`src/rtl/mic1_mem_bridge.sv`:
```
// mic1_mem_bridge: serialises mic1 rd/wr/fetch strobes onto a single-port req/ack word bus.
// Define MIC1_FETCH_BUF_EN to add the one-word opcode fetch buffer.
module mic1_mem_bridge #(
  parameter int TIMEOUT = 255
) (
  input  logic        clk,
  input  logic        resetn,
  input  logic [31:0] cpu_addr,
  input  logic [31:0] cpu_wdata,
  input  logic [31:0] cpu_pc,
  input  logic        cpu_read,
  input  logic        cpu_write,
  input  logic        cpu_fetch,
  output logic [31:0] cpu_rdata,
  output logic [7:0]  cpu_ibyte,
  output logic        cpu_stall,
  output logic        bus_req,
  output logic        bus_we,
  output logic [31:0] bus_addr,
  output logic [31:0] bus_wdata,
  input  logic [31:0] bus_rdata,
  input  logic        bus_ack,
  output logic        err
);
  typedef enum logic [1:0] {IDLE, DATA, FETCH} state_t;
  localparam logic [15:0] CNT_LAST = 16'(TIMEOUT - 1);

  state_t      state, state_nxt;
  logic        rd_q, wr_q, fe_q, rd_nxt, wr_nxt, fe_nxt;
  logic [31:0] addr_q, wdata_q, pc_q, addr_nxt, wdata_nxt, pc_nxt;
  logic [15:0] cnt, cnt_nxt;
  logic [31:0] rdata_nxt;
  logic [7:0]  ibyte_nxt;
  logic        err_nxt, done;
  logic        hit_new, hit_pend;
  logic [7:0]  hit_byte_new, hit_byte_pend;

  // Big-endian byte lane select within a word.
  function automatic logic [7:0] bsel(input logic [31:0] w, input logic [1:0] s);
    unique case (s)
      2'd0: return w[31:24];
      2'd1: return w[23:16];
      2'd2: return w[15:8];
      default: return w[7:0];
    endcase
  endfunction

  assign done      = bus_ack || (cnt == CNT_LAST);
  assign bus_req   = (state != IDLE);
  assign bus_we    = (state == DATA) && wr_q;
  assign bus_addr  = (state == FETCH) ? {2'b00, pc_q[31:2]} : addr_q;
  assign bus_wdata = wdata_q;

`ifdef MIC1_FETCH_BUF_EN
  logic        buf_vld;
  logic [29:0] buf_tag;
  logic [31:0] buf_word;
  logic        inval;

  // A pending fetch after a write to the buffered word must see the invalidation.
  assign inval         = wr_q && buf_vld && (addr_q == {2'b00, buf_tag});
  assign hit_new       = buf_vld && (cpu_pc[31:2] == buf_tag);
  assign hit_pend      = buf_vld && !inval && (pc_q[31:2] == buf_tag);
  assign hit_byte_new  = bsel(buf_word, cpu_pc[1:0]);
  assign hit_byte_pend = bsel(buf_word, pc_q[1:0]);

  always_ff @(posedge clk or negedge resetn) begin
    if (!resetn) begin
      buf_vld  <= 1'b0;
      buf_tag  <= '0;
      buf_word <= '0;
    end else if (state == FETCH && bus_ack) begin
      buf_vld  <= 1'b1;
      buf_tag  <= pc_q[31:2];
      buf_word <= bus_rdata;
    end else if (state == DATA && done && inval) begin
      buf_vld  <= 1'b0;
    end
  end
`else
  assign hit_new       = 1'b0;
  assign hit_pend      = 1'b0;
  assign hit_byte_new  = 8'h00;
  assign hit_byte_pend = 8'h00;
`endif

  always_comb begin
    state_nxt = state;
    rd_nxt    = rd_q;
    wr_nxt    = wr_q;
    fe_nxt    = fe_q;
    addr_nxt  = addr_q;
    wdata_nxt = wdata_q;
    pc_nxt    = pc_q;
    cnt_nxt   = cnt + 16'd1;
    rdata_nxt = cpu_rdata;
    ibyte_nxt = cpu_ibyte;
    err_nxt   = err;
    unique case (state)
      IDLE: begin
        cnt_nxt = '0;
        if (!cpu_stall) begin
          rd_nxt    = cpu_read && !cpu_write;
          wr_nxt    = cpu_write;
          fe_nxt    = cpu_fetch;
          addr_nxt  = cpu_addr;
          wdata_nxt = cpu_wdata;
          pc_nxt    = cpu_pc;
          if (cpu_read && cpu_write) err_nxt = 1'b1;
          if (cpu_read || cpu_write) state_nxt = DATA;
          else if (cpu_fetch) begin
            if (hit_new) ibyte_nxt = hit_byte_new;
            else         state_nxt = FETCH;
          end
        end
      end
      DATA: begin
        if (done) begin
          cnt_nxt = '0;
          if (!bus_ack) begin
            err_nxt = 1'b1;
            if (rd_q) rdata_nxt = '1;
          end else if (rd_q) begin
            rdata_nxt = bus_rdata;
          end
          state_nxt = IDLE;
          if (fe_q) begin
            if (hit_pend) ibyte_nxt = hit_byte_pend;
            else          state_nxt = FETCH;
          end
        end
      end
      FETCH: begin
        if (done) begin
          cnt_nxt   = '0;
          state_nxt = IDLE;
          if (bus_ack) ibyte_nxt = bsel(bus_rdata, pc_q[1:0]);
          else begin
            ibyte_nxt = 8'hFF;
            err_nxt   = 1'b1;
          end
        end
      end
      default: state_nxt = IDLE;
    endcase
  end

  always_ff @(posedge clk or negedge resetn) begin
    if (!resetn) begin
      state     <= IDLE;
      rd_q      <= 1'b0;
      wr_q      <= 1'b0;
      fe_q      <= 1'b0;
      addr_q    <= '0;
      wdata_q   <= '0;
      pc_q      <= '0;
      cnt       <= '0;
      cpu_rdata <= '0;
      cpu_ibyte <= '0;
      cpu_stall <= 1'b0;
      err       <= 1'b0;
    end else begin
      state     <= state_nxt;
      rd_q      <= rd_nxt;
      wr_q      <= wr_nxt;
      fe_q      <= fe_nxt;
      addr_q    <= addr_nxt;
      wdata_q   <= wdata_nxt;
      pc_q      <= pc_nxt;
      cnt       <= cnt_nxt;
      cpu_rdata <= rdata_nxt;
      cpu_ibyte <= ibyte_nxt;
      cpu_stall <= (state_nxt != IDLE);
      err       <= err_nxt;
    end
  end
endmodule
```
`config.mk`:
```
export PLATFORM = sky130hd
export DESIGN_NAME = mic1_mem_bridge
export DESIGN_NICKNAME = d
export VERILOG_FILES = /design/src/rtl/mic1_mem_bridge.sv
export SDC_FILE = /design/constraint.sdc
export NUM_CORES = 1
export LEC_CHECK = 0
export CORE_MARGIN = 2
export CORE_UTILIZATION = 40
export DETAILED_ROUTE_END_ITERATION = 12
export MAX_ROUTING_LAYER = met4
export PLACE_DENSITY = 0.74
export REMOVE_ABC_BUFFERS = 1
export SYNTH_ARGS = -nofsm -noshare
export SYNTH_HDL_FRONTEND = slang
export SYNTH_SLANG_ARGS = --single-unit
```
`constraint.sdc`:
```
create_clock -name clk -period 2.6 [get_ports clk]
set_input_delay 0.39 -clock clk [delete_from_list [all_inputs] [get_ports clk]]
set_output_delay 0.39 -clock clk [all_outputs]
set_load 0.02 [all_outputs]
```
==> metrics <==
pin count of the biggest net entering global routing 75; Period minus WS final 2.496 ns; Fin Setup TNS 0 ns; Avg Synthesized Cell Area 13.80 um^2; Initial Util 0.4102; crit-path max cell delay 0.42 ns; Synth Register Bits 159; H-tree Lvls 4; root buf cell clkbuf_16; core area 17300 um^2; chip height 137.2 um; fin cells 990; Via density 5.108; Crit Path Class register to output pin; f_max 400.7 MHz; CTS max path bufs 2; yosys warns 0; CTS tree yes; drt drc 0; # rows 48; design area 10240 um^2; total of max-cap violations 0; RSZ-0062 raised after global routing false; initial antenna violation count 0; Detail Placement HPWL 12550 um; asr flop ratio synth 1.000; slowest CP cell dfrtp_1; Cell Area, Placed 9729 um^2; PwrDens 1247 nW/um^2; Period Utilization, post-route 0.9599; Max Slew Vio Count 0; global route overflow 0; Cells after Synth 514; P&R area growth vs syn 44.39%; Hold Path Class register to register; worst skew pair latency 0.42 ns; Antenna diodes 0; flop-to-flop setup slack 0.59 ns; CP Data Arrival Time 2.11 ns; Layout Nets 892; Die W 137.2 um; final RePlAce weighted congestion 0.7887; outcome finished clean; Routed Antenna Nets 0; die area 18820 um^2; sequential share of the synthesized area 0.5608; Tightest Pin Transition 0.6838 ns; fin util 0.5922; CP Launch Type register; clk sinks 159; # IOs 242; Post-synth EDFFs 0; port buffer count 241; Via Count 5057; clock skew 0.009067 ns; GRT Overall Usage 0.1926; crit path cell chain inv_1 -> ha_2 -> buf_12 -> mux2_2 -> dlygate4sd2_1; Worst VDD drop 0.0006516 V; global-route wire length before repair 27080 um; TritonCTS buffer count 17; library cells used by synthesis 41; Post-CTS Setup Repair Bufs 0; Placed Cells 957; final-report setup violation count 0; 1st-iter DRT viols 201; Pleak 4.102 nW; vias in the first global route 5286; DR pass1 iterations 4; final hold violations 0; share of layout cells above drive strength 1 0.2484; Required @ worst endpoint 2.21 ns; WL/cell 17.57 um; Mapped Area 7094 um^2; Synth Flop Type dfrtp_1; Max-slew headroom 0.5441; CP Max Fanout 33; Critical Path Sink Type output pin; Clock Pin Slew Worst Setup and Hold Paths 0.06 ns; WL final 17400 um
-- sequential cells by signal (all words and copies together), names as in the netlist --
register / cells
bus_wdata: 32
wr_q: 1
cpu_ibyte: 8
addr_q: 32
cnt: 16
pc_q: 32
err: 1
cpu_rdata: 32
state: 2
fe_q: 1
cpu_stall: 1
rd_q: 1
-- path summary, 6_finish.rpt --
path                       startpoint       endpoint  cells after the start
setup / recovery             state[0]    bus_addr[1]                      5
hold / removal                    err            err                      1
setup reg to reg             state[0]       pc_q[23]                      6
hold reg to reg                   err            err                      1
max in group asynchronous      resetn   cpu_rdata[8]                      3
min in group asynchronous      resetn  cpu_rdata[13]                      2
-- cells in the mapped netlist, types with 6 or more instances --
library cell	n	area, um^2
mux4_2	8	180.2
mux2_2	129	1453
a21oi_1	10	50.05
dfrtp_1	159	3979
xnor2_1	13	113.9
nor2_1	30	112.6
nand4b_1	32	280.3
buf_2	14	70.07
clkbuf_1	15	56.30
and3b_1	8	70.07
o21a_1	32	240.2
inv_1	6	22.52
nand3_1	6	30.03
ha_1	6	75.07
-- metal layers --
metal  up-vias  global-route usage  part of all wire
li1       2355                   -                 -
met1      2508              0.2216              0.41
met2       175              0.3198              0.50
met3        19             0.06034             0.081
met4         0             0.06586             0.013
met5         -                   -                 0
-- worst max-delay path, delay by kind of cell (launching register included) --
| kind | cells | cell delay [ns] |
|---|---|---|
| adders and majority gates | 1 | 0.23 |
| buffers and inverters | 3 | 0.64 |
| muxes | 1 | 0.36 |
| DFF | 1 | 0.42 |
-- power by group --
| part | internal [mW] | switching, mW |
|---|---|---|
| clock network | 1.23 | 1.03 |
| logic | 3.31 | 2.90 |
| registers | 3.64 | 0.667 |
-- stage by stage --
stage	power (mW)	hold slack [ns]	setup slack [ns]
after floorplan	7.741	0.09441	-3.066
after global placement	10.69	0.4187	0.3482
after detailed placement	10.87	0.4322	0.2840
after CTS	12.96	0.4705	0.08435
after global routing	13.55	0.4764	0.03908
final	12.78	0.4651	0.1042
-- cell usage in the layout (no fill, tap or decap), drive strengths merged, types with 5 or more instances in the layout --
master,instances
xnor2,13
nor2,30
mux2,129
clkbuf,18
clkinvlp,5
inv,12
mux4,8
dlygate4sd2,30
and3b,8
a21oi,11
nand3,6
nand4b,32
clkdlybuf4s50,210
nor4,5
dfrtp,159
o21a,32
ha,6
buf,14
-- layout make-up --
class | instances | area [um^2]
well taps | 225 | 281.5
multi-input cells | 313 | 2898
clock inverters | 14 | 108.9
inverters | 6 | 22.52
clock buffers | 18 | 429.2
repair buffers | 255 | 2525
flip-flops and latches | 159 | 3979
fillers | 1344 | 7053
-- cells by family after synthesis --
group                      after synthesis  share of synthesized area
AOI/OAI and AO/OA                       53                    0.05274
buffers and inverters                   42                    0.03210
adders and majority gates                6                    0.01058
DFF                                    159                     0.5608
muxes                                  137                     0.2302
xor gates and xnor gates                14                    0.01728
and+or+nand+nor                        103                    0.09630
-- timing repair --
item	in CTS	in global routing
hold endpoints to repair	34	0
gates resized for setup	31	0
hold buffers	1	0
endpoints found under the setup margin	30	0
Note: power is estimated with default switching activity, not from simulation.
